## src/rtl/fetch_seq_pkg.sv

```systemverilog
// Shared constants for the instruction fetch sequencer: opcode map,
// state encoding and retired-instruction counter width.
package fetch_seq_pkg;

    localparam int COUNT_W = 16;
    localparam int OPC_W   = 4;
    localparam int INSTR_W = 16;

    localparam logic [OPC_W-1:0] OP_NOP   = 4'h0;
    localparam logic [OPC_W-1:0] OP_ALU   = 4'h1;
    localparam logic [OPC_W-1:0] OP_LOAD  = 4'h2;
    localparam logic [OPC_W-1:0] OP_STORE = 4'h3;
    localparam logic [OPC_W-1:0] OP_BEQ   = 4'h4;
    localparam logic [OPC_W-1:0] OP_JUMP  = 4'h5;
    localparam logic [OPC_W-1:0] OP_HALT  = 4'hF;

    typedef enum logic [2:0] {
        ST_IDLE   = 3'd0,
        ST_FETCH  = 3'd1,
        ST_DECODE = 3'd2,
        ST_EXEC   = 3'd3,
        ST_MEM    = 3'd4,
        ST_WB     = 3'd5,
        ST_HALTED = 3'd6
    } state_e;

    // Counter increment that sticks at all-ones instead of wrapping.
    function automatic logic [COUNT_W-1:0] sat_inc(input logic [COUNT_W-1:0] v);
        return (v == '1) ? v : v + COUNT_W'(1);
    endfunction

endpackage

```

## src/rtl/fetch_seq_decode.sv

```systemverilog
// Opcode classifier: one-hot class flags for the registered opcode.
module fetch_seq_decode
    import fetch_seq_pkg::*;
(
    input  logic [OPC_W-1:0] opcode,
    output logic             is_nop,
    output logic             is_alu,
    output logic             is_load,
    output logic             is_store,
    output logic             is_beq,
    output logic             is_jump,
    output logic             is_halt,
    output logic             is_illegal
);

    // Classify the opcode; anything outside the map is illegal.
    always_comb begin
        is_nop     = 1'b0;
        is_alu     = 1'b0;
        is_load    = 1'b0;
        is_store   = 1'b0;
        is_beq     = 1'b0;
        is_jump    = 1'b0;
        is_halt    = 1'b0;
        is_illegal = 1'b0;
        case (opcode)
            OP_NOP:   is_nop     = 1'b1;
            OP_ALU:   is_alu     = 1'b1;
            OP_LOAD:  is_load    = 1'b1;
            OP_STORE: is_store   = 1'b1;
            OP_BEQ:   is_beq     = 1'b1;
            OP_JUMP:  is_jump    = 1'b1;
            OP_HALT:  is_halt    = 1'b1;
            default:  is_illegal = 1'b1;
        endcase
    end

endmodule

```

## src/rtl/fetch_sequencer.sv

```systemverilog
// Multi-cycle instruction sequencer driving the fetch unit and datapath
// strobes. Each instruction has exactly one PC update cycle (Halt=0).
//
// state   | meaning
// --------+---------------------------------------------------------
// IDLE    | waiting for Start; Start pulses Init (PC clear)
// FETCH   | IR_LD, opcode register captures Instr[15:12]
// DECODE  | classify; NOP retires here, HALT/illegal go to HALTED
// EXEC    | ALU/LOAD/STORE pass through; BEQ/JUMP retire here
// MEM     | STORE retires with MemWrite; LOAD passes through
// WB      | ALU/LOAD retire with RegWrite
// HALTED  | PC held; Resume steps PC+1 and returns to FETCH
module fetch_sequencer
    import fetch_seq_pkg::*;
(
    input  logic               CLK,
    input  logic               Init_n,
    input  logic               Start,
    input  logic               Resume,
    input  logic [INSTR_W-1:0] Instr,
    output logic               Init,
    output logic               Halt,
    output logic               Beq,
    output logic               PC_CTRL,
    output logic               IR_LD,
    output logic               RegWrite,
    output logic               MemWrite,
    output logic               Busy,
    output logic               Illegal,
    output logic [COUNT_W-1:0] InstrCount
);

    state_e             state_q, state_d;
    logic [OPC_W-1:0]   opcode_q, opcode_d;
    logic               illegal_q, illegal_d;
    logic [COUNT_W-1:0] count_q, count_d;

    logic is_nop, is_alu, is_load, is_store;
    logic is_beq, is_jump, is_halt, is_illegal;
    logic retire;
    logic resume_step;

    // Only the opcode field matters to sequencing; operands belong to the datapath.
    logic unused_instr_bits;
    assign unused_instr_bits = ^Instr[INSTR_W-OPC_W-1:0];

    fetch_seq_decode u_decode (
        .opcode     (opcode_q),
        .is_nop     (is_nop),
        .is_alu     (is_alu),
        .is_load    (is_load),
        .is_store   (is_store),
        .is_beq     (is_beq),
        .is_jump    (is_jump),
        .is_halt    (is_halt),
        .is_illegal (is_illegal)
    );

    // State, opcode, sticky illegal flag and retire counter.
    always_ff @(posedge CLK or negedge Init_n) begin
        if (!Init_n) begin
            state_q   <= ST_IDLE;
            opcode_q  <= '0;
            illegal_q <= 1'b0;
            count_q   <= '0;
        end else begin
            state_q   <= state_d;
            opcode_q  <= opcode_d;
            illegal_q <= illegal_d;
            count_q   <= count_d;
        end
    end

    // Next-state sequencing per opcode class.
    always_comb begin
        state_d   = state_q;
        opcode_d  = opcode_q;
        illegal_d = illegal_q;
        case (state_q)
            ST_IDLE: begin
                if (Start) state_d = ST_FETCH;
            end
            ST_FETCH: begin
                opcode_d = Instr[INSTR_W-1:INSTR_W-OPC_W];
                state_d  = ST_DECODE;
            end
            ST_DECODE: begin
                if (is_nop) begin
                    state_d = ST_FETCH;
                end else if (is_halt) begin
                    state_d = ST_HALTED;
                end else if (is_illegal) begin
                    illegal_d = 1'b1;
                    state_d   = ST_HALTED;
                end else begin
                    state_d = ST_EXEC;
                end
            end
            ST_EXEC: begin
                if (is_alu)                  state_d = ST_WB;
                else if (is_load || is_store) state_d = ST_MEM;
                else                          state_d = ST_FETCH;
            end
            ST_MEM: begin
                if (is_load) state_d = ST_WB;
                else         state_d = ST_FETCH;
            end
            ST_WB: begin
                state_d = ST_FETCH;
            end
            ST_HALTED: begin
                if (Resume) begin
                    illegal_d = 1'b0;
                    state_d   = ST_FETCH;
                end
            end
            default: state_d = ST_IDLE;
        endcase
    end

    // Output strobes decoded from registered state/opcode; Start and Resume
    // are the only live inputs, and Init is masked while reset is held.
    always_comb begin
        Init        = 1'b0;
        Beq         = 1'b0;
        PC_CTRL     = 1'b0;
        IR_LD       = 1'b0;
        RegWrite    = 1'b0;
        MemWrite    = 1'b0;
        retire      = 1'b0;
        resume_step = 1'b0;
        case (state_q)
            ST_IDLE:   Init  = Start & Init_n;
            ST_FETCH:  IR_LD = 1'b1;
            ST_DECODE: retire = is_nop;
            ST_EXEC: begin
                Beq     = is_beq;
                PC_CTRL = is_jump;
                retire  = is_beq | is_jump;
            end
            ST_MEM: begin
                MemWrite = is_store;
                retire   = is_store;
            end
            ST_WB: begin
                RegWrite = 1'b1;
                retire   = 1'b1;
            end
            ST_HALTED: resume_step = Resume;
            default: ;
        endcase
        Halt = ~(retire | resume_step);
    end

    // Resume steps the PC but is not a retired instruction.
    always_comb begin
        count_d = retire ? sat_inc(count_q) : count_q;
    end

    assign Busy       = (state_q != ST_IDLE) && (state_q != ST_HALTED);
    assign Illegal    = illegal_q;
    assign InstrCount = count_q;

endmodule

```

## config.mk

```make
export PLATFORM = sky130hd
export DESIGN_NAME = fetch_sequencer
export DESIGN_NICKNAME = d
export VERILOG_FILES = /design/src/rtl/fetch_seq_pkg.sv /design/src/rtl/fetch_seq_decode.sv /design/src/rtl/fetch_sequencer.sv
export SDC_FILE = /design/constraint.sdc
export NUM_CORES = 1
export LEC_CHECK = 0
export ABC_CLOCK_PERIOD_IN_PS = 2700
export BUFFER_PORTS_ARGS = -buffer_cell sky130_fd_sc_hd__buf_2
export CAP_MARGIN = 20
export CORE_MARGIN = 2
export CORE_UTILIZATION = 51
export DETAILED_ROUTE_END_ITERATION = 10
export PLACE_DENSITY = 0.82
export SETUP_SLACK_MARGIN = 0.05
export SLEW_MARGIN = 5
export SYNTH_ARGS = -nofsm -noshare
export SYNTH_HDL_FRONTEND = slang
export SYNTH_SLANG_ARGS = --single-unit
```

## constraint.sdc

```tcl
create_clock -name CLK -period 2.7 [get_ports CLK]
set_clock_uncertainty 0.05 [all_clocks]
set_input_delay 0.81 -clock CLK [delete_from_list [all_inputs] [get_ports CLK]]
set_output_delay 0.81 -clock CLK [all_outputs]
set_load 0.01 [all_outputs]
```

==> metrics.md, run 1 <==
| Metric | Value |
|---|---|
| Status | complete, but fails checks |
| Failing checks | negative setup slack |
| Die width | 57.5 um |
| Weighted congestion at the end of routability-driven global placement | 0.850 |
| TritonCTS Sinks | 24 |
| Pwr Density | 817 nW/um^2 |
| Detail Route Antenna Nets | 0 |
| Fin. max-slew vios | 0 |
| Max rail drop VDD | 0.000609 V |
| Antenna diode count | 0 |
| PnR Total Power | 1.51 mW |
| Final count of negative-setup-slack endpoints | 1 |
| Overall routed net length | 3460 um |
| Post-route setup slack | -22.0 ps |
| Fraction of layout instances using a drive strength above 1 | 0.410 |
| I/O Pins | 45 |
| Sequential fraction of the synthesis area | 0.412 |
| Effective utilization at floorplan | 0.534 |
| Cts-stage hold buffer count | 0 |
| Async set-reset flop share out of synthesis | 1.00 |
| Number of unique standard cell types used by synthesis | 44 |
| Layout overhead on the synthesized area | 26.7% |
| Global-route wire length before repair | 5860 um |
| Core region area | 2730 um^2 |
| Worst slack at placement | 164 ps |
| Non-Filler Cell Area, Final | 1850 um^2 |
| Element type at the critical path start | flip-flop |
| Static power due to leakage | 0.916 nW |
| Post-synth design cell area | 1460 um^2 |
| Maximum level of the CTS H-tree | 1 |
| Slew headroom | 0.653 |
| Synthesized-area fraction occupied by adder cells | 0.0172 |
| Cell area after placement | 1670 um^2 |
| Clock period minus worst slack | 2720 ps |
| WS Path Type | flip-flop to primary output |
| Global-route total usage across every layer | 0.228 |
| Hold Fails Final Rpt | 0 |
| Clock slew at reported path FFs | 130 ps |
| Actual transition at the worst max-transition pin | 520 ps |
| Synthesized-area fraction occupied by ao, oa, aoi and oai cells | 0.0909 |
| First drt pass iteration count | 4 |
| Highest cell delay on the worst timing path | 520 ps |
| Number of antenna violations at the first check in global routing | 0 |
| Floorplan row count | 19 |
| Main combinational cell family by area after synthesis | simple AND/OR/NAND/NOR gates |
| Ys flop type | sky130_fd_sc_hd__dfrtp_1 |
| Class of the tightest hold or removal check | input pin to asynchronous set/reset pin |
| Worst Path Max Fanout | 4 |
| Area share of the leading cell type in the synthesized netlist | 0.412 |
| Estimated wirelength of the detail-placed design | 2410 um |
| Clock tree from TritonCTS | built |
| Initial DRC count | 44 |
| Hold slack final | 462 ps |
| Quantity of I/O buffers inserted on ports | 32 |
| Average wire per cell in the routed design | 15.3 um |
| Worst path depth | 5 |
| Element type at the critical path end | primary output |
| Max Freq | 367 MHz |
| TritonCTS buffer count | 3 |
| Vias in the first global route | 1272 |
| Cell types with the largest area share after synthesis | sky130_fd_sc_hd__dfrtp_1, sky130_fd_sc_hd__xor2_1, sky130_fd_sc_hd__mux2_2 |
| Highest-count cells in the layout ignoring fill and taps | sky130_fd_sc_hd__buf_2, sky130_fd_sc_hd__buf_4, sky130_fd_sc_hd__dfrtp_1 |
| Clk_lat worst skew | 310 ps |
| Cell taking the most area after synthesis | sky130_fd_sc_hd__dfrtp_1 |
| Setup repair after global routing missed its margin | yes |
| Number of flip-flops and latches in the synthesized netlist | 24 |
| Slowest cell on crit path | sky130_fd_sc_hd__or4_4 |
| Pin count of the biggest net entering global routing | 25 |
| Average instance area after synthesis | 9.92 um^2 |
| Worst EP required | 1840 ps |
| Post-synthesis mux area share | 0.0600 |
| Post-synthesis cell count | 147 |
| Number of cells on the worst reg-to-reg path | 7 |
| Maximum buffer depth of the clock tree | 2 |
| Residual DRC | 0 |
| Arrival time of data at the critical path endpoint | 1860 ps |
| Crit share post-route | 1.01 |
| Xor and xnor fraction of the mapped netlist area | 0.0780 |
| Buf/Inv on CP | 1 |
| Routed vias | 1298 |
| Layout Nets | 218 |
| Number of inserted filler cells in the final layout | 214 |
| Die H | 57.5 um |
| Synth Net Count | 169 |
| CP Cell Sequence | or4_4, nor3_4, o41ai_4, o21a_1, buf_2 |
| Global route total overflow | 0 |
| Kind of cell adding the most delay to the critical path | simple AND/OR/NAND/NOR gates |
| Total of max-cap violations | 0 |
| Vias per cell | 5.74 |
| Die outline area | 3300 um^2 |
| Simple-gate share of the synthesized area | 0.292 |
| Clock Root Buffer | sky130_fd_sc_hd__clkbuf_4 |
| Commonest non-fill, non-tap cell in the layout | sky130_fd_sc_hd__buf_2 |
| Post-Layout Cell Count | 226 |
| Count of yosys warnings during synthesis | 0 |
| Number of placed instances, taps included | 209 |
| Number of flops mapped to enable cells by yosys | 0 |
## cell families after synthesis
kind of cell / count (synthesis)
DFF: 24
and+or+nand+nor: 67
muxes: 8
AOI/OAI and AO/OA: 17
buffers and inverters: 16
xor gates and xnor gates: 13
adders and majority gates: 2
## flip-flops by register name (all words and copies together) (netlist names)
| signal | cells |
|---|---|
| InstrCount | 16 |
| opcode_q | 4 |
| state_q | 3 |
| Illegal | 1 |
## path summary, 6_finish.rpt
kind / start / end / slack, ps
max in group asynchronous: Init_n / opcode_q[3] / 1890
min: Init_n / InstrCount[2] / 460
max reg2reg: opcode_q[3] / InstrCount[12] / 200
min reg2reg: InstrCount[8] / InstrCount[8] / 460
max: opcode_q[3] / Halt / -20
min in group CLK: InstrCount[8] / InstrCount[8] / 460
## routing by layer
metal	up-vias	part of all wire	GRT usage
li1	627	-	-
met1	619	0.39	0.264
met2	44	0.55	0.419
met3	8	0.045	0.0272
met4	0	0.018	0.0997
met5	-	0	0
## cell type report
type	instances	area, um^2	share of cell area
timing repair buffer	52	314	0.170
tap	31	38.8	0.0210
clock buffer	3	22.5	0.0122
inverter	8	30.0	0.0162
sequential	24	608	0.329
multi-input combinational	107	805	0.435
clock inverter	1	30.0	0.0162
## metrics by stage
stage                     TNS [ps]  utilization
after floorplan                  0            -
after global placement           0        0.610
after detailed placement         0        0.610
after CTS                    -17.7        0.671
after global routing         -75.7        0.676
final                        -22.0        0.676
## Yosys cell counts (4+ instances only)
cell and number:
sky130_fd_sc_hd__dfrtp_1 24, sky130_fd_sc_hd__nand2_1 11, sky130_fd_sc_hd__xor2_1 11, sky130_fd_sc_hd__nand3_1 9, sky130_fd_sc_hd__inv_1 8, sky130_fd_sc_hd__nor4_1 7, sky130_fd_sc_hd__nor2_1 6, sky130_fd_sc_hd__nor3_1 6
sky130_fd_sc_hd__mux2_2 5, sky130_fd_sc_hd__nor2b_1 5, sky130_fd_sc_hd__a21oi_1 4
## what timing repair did
item / CTS / global route
resized for setup: 10 / 2
endpoints found under the setup margin: 2 / 3
setup buffers: 12 / 1
pin swaps: 3 / 1
## power breakdown
part	internal [mW]	total (mW)	switching, mW
clock network	0.150	0.260	0.109
logic	0.354	0.704	0.349
registers	0.439	0.546	0.107
(Power assumes the default switching activity.)
==> run 2, diff against run 1 <==
--- a/config.mk
+++ b/config.mk
@@ -9,9 +9,9 @@
 export BUFFER_PORTS_ARGS = -buffer_cell sky130_fd_sc_hd__buf_2
 export CAP_MARGIN = 20
 export CORE_MARGIN = 2
-export CORE_UTILIZATION = 51
+export CORE_UTILIZATION = 42
 export DETAILED_ROUTE_END_ITERATION = 10
-export PLACE_DENSITY = 0.82
+export PLACE_DENSITY = 0.7
 export SETUP_SLACK_MARGIN = 0.05
 export SLEW_MARGIN = 5
 export SYNTH_ARGS = -nofsm -noshare
==> metrics.md, run 2 (synthesis results as in run 1) <==
| Metric | Value |
|---|---|
| Global-route wire length before repair | 5840 um |
| Routed vias | 1290 |
| Element type at the critical path end | primary output |
| Global Route met2 Usage | 0.364 |
| Global-route total usage across every layer | 0.183 |
| GRT met1 Usage | 0.205 |
| Estimated wirelength of the detail-placed design | 2350 um |
| Clk_lat worst skew | 320 ps |
| Most Used Layer, Global Route | met2 |
| Hold Fails Final Rpt | 0 |
| Status | complete, no violations |
| Final count of negative-setup-slack endpoints | 0 |
| Cts-stage hold buffer count | 0 |
| Maximum buffer depth of the clock tree | 2 |
| Arrival time of data at the critical path endpoint | 1810 ps |
| Class of the tightest hold or removal check | input pin to asynchronous set/reset pin |
| Max rail drop VDD | 0.000349 V |
| TritonCTS buffer count | 3 |
| Residual DRC | 0 |
| Endpoint of the most critical setup path | Halt |
| Number of cells on the worst reg-to-reg path | 8 |
| Core region area | 3340 um^2 |
| Pwr Density | 807 nW/um^2 |
| Global-route track usage on met3 | 0.0180 |
| Slew headroom | 0.650 |
| Commonest non-fill, non-tap cell in the layout | sky130_fd_sc_hd__buf_2 |
| Detail Route Antenna Nets | 0 |
| Flop-to-flop setup slack | 380 ps |
| Maximum level of the CTS H-tree | 1 |
| Worst Path Max Fanout | 9 |
| Layout overhead on the synthesized area | 25.1% |
| Clock period minus worst slack | 2670 ps |
| Highest-count cells in the layout ignoring fill and taps | sky130_fd_sc_hd__buf_2, sky130_fd_sc_hd__dfrtp_1, sky130_fd_sc_hd__buf_4 |
| Flip-flop count of the largest register, all copies and words added | 16 |
| Max Freq | 375 MHz |
| Element type at the critical path start | flip-flop |
| Average wire per cell in the routed design | 14.3 um |
| I/O Pins | 45 |
| Initial DRC count | 69 |
| Floorplan row count | 21 |
| Antenna diode count | 0 |
| Layout Nets | 214 |
| Reg2reg start | state_q[0] |
| Worst flop-to-flop path endpoint | InstrCount[14] |
| Pin count of the biggest net entering global routing | 25 |
| Cell area after placement | 1690 um^2 |
| Worst EP required | 1840 ps |
| Effective utilization at floorplan | 0.437 |
| Vias in the first global route | 1263 |
| WS Path Type | flip-flop to primary output |
| Crit share post-route | 0.988 |
| Die width | 62.9 um |
| Beginning of the critical path | state_q[0] |
| TritonCTS Sinks | 24 |
| Number of antenna violations at the first check in global routing | 0 |
| Setup repair after global routing missed its margin | yes |
| Clock tree from TritonCTS | built |
| Total of max-cap violations | 0 |
| Fin. max-slew vios | 0 |
| Hold slack final | 435 ps |
| Weighted congestion at the end of routability-driven global placement | 0.831 |
| Overall routed net length | 3390 um |
| Static power due to leakage | 0.899 nW |
| First drt pass iteration count | 4 |
| Clock slew at reported path FFs | 150 ps |
| Die H | 62.9 um |
| Quantity of I/O buffers inserted on ports | 32 |
| Global route total overflow | 0 |
| Die outline area | 3960 um^2 |
| Fraction of layout instances using a drive strength above 1 | 0.382 |
| Vias per cell | 5.44 |
| Clock Root Buffer | sky130_fd_sc_hd__clkbuf_4 |
| Non-Filler Cell Area, Final | 1830 um^2 |
| Actual transition at the worst max-transition pin | 525 ps |
==> run 2: layer usage <==
layer	share of wire	vias to the layer above
li1	-	616
met1	0.42	641
met2	0.54	31
met3	0.036	2
met4	0.0056	0
met5	0	-
==> run 2: final cells by class <==
| class | instances | area [um^2] |
|---|---|---|
| Multi-Input combinational cell | 107 | 798 |
| Clock buffer | 3 | 22.5 |
| Fill cell | 320 | 1510 |
| Clock inverter | 1 | 30.0 |
| Sequential cell | 24 | 607 |
| Inverter | 8 | 30.0 |
| Tap cell | 46 | 57.6 |
| Timing Repair Buffer | 48 | 280 |
==> run 2: worst max-delay path: stages (launching register included) <==
cell                      delay (ps)
sky130_fd_sc_hd__dfrtp_2         430
sky130_fd_sc_hd__buf_4           180
sky130_fd_sc_hd__nand2_1          70
sky130_fd_sc_hd__nor4b_1         300
sky130_fd_sc_hd__buf_4           190
sky130_fd_sc_hd__o41ai_4          70
sky130_fd_sc_hd__o21a_1          120
sky130_fd_sc_hd__buf_2           130
==> run 2: power by group <==
part / switching (mW) / total, mW / internal (mW)
clock: 0.114 / 0.264 / 0.150
combinational: 0.349 / 0.675 / 0.325
sequential: 0.0965 / 0.534 / 0.438
==> run 2: worst min path at each step <==
stage,from,endpoint,slack [ps],cells past startpoint
3_5_place_dp,InstrCount[8],InstrCount[8],440,1
4_1_cts,Init_n,InstrCount[3],440,2
6_report,Init_n,InstrCount[10],430,2
3_3_place_gp,InstrCount[8],InstrCount[8],420,1
2_1_floorplan,Init_n,Illegal,460,0
5_1_grt,Init_n,state_q[2],440,2
==> run 2: timing repair <==
action	4_1_cts	5_1_grt
endpoints found under the setup margin	3	2
gates cloned	0	0
gates resized for setup	7	0
buffers inserted	8	0
pin swaps	2	0
==> run 2: per-stage QoR <==
stage	worst slack, ps	util	TNS, ps	power [mW]	std cells
after floorplan	160	-	0	0.930	147
after global placement	278	0.507	0	1.07	225
after detailed placement	265	0.507	0	1.10	225
after CTS	32.1	0.547	0	1.46	237
after global routing	-40.5	0.547	-40.5	1.57	237
final	31.1	0.547	0	1.47	237
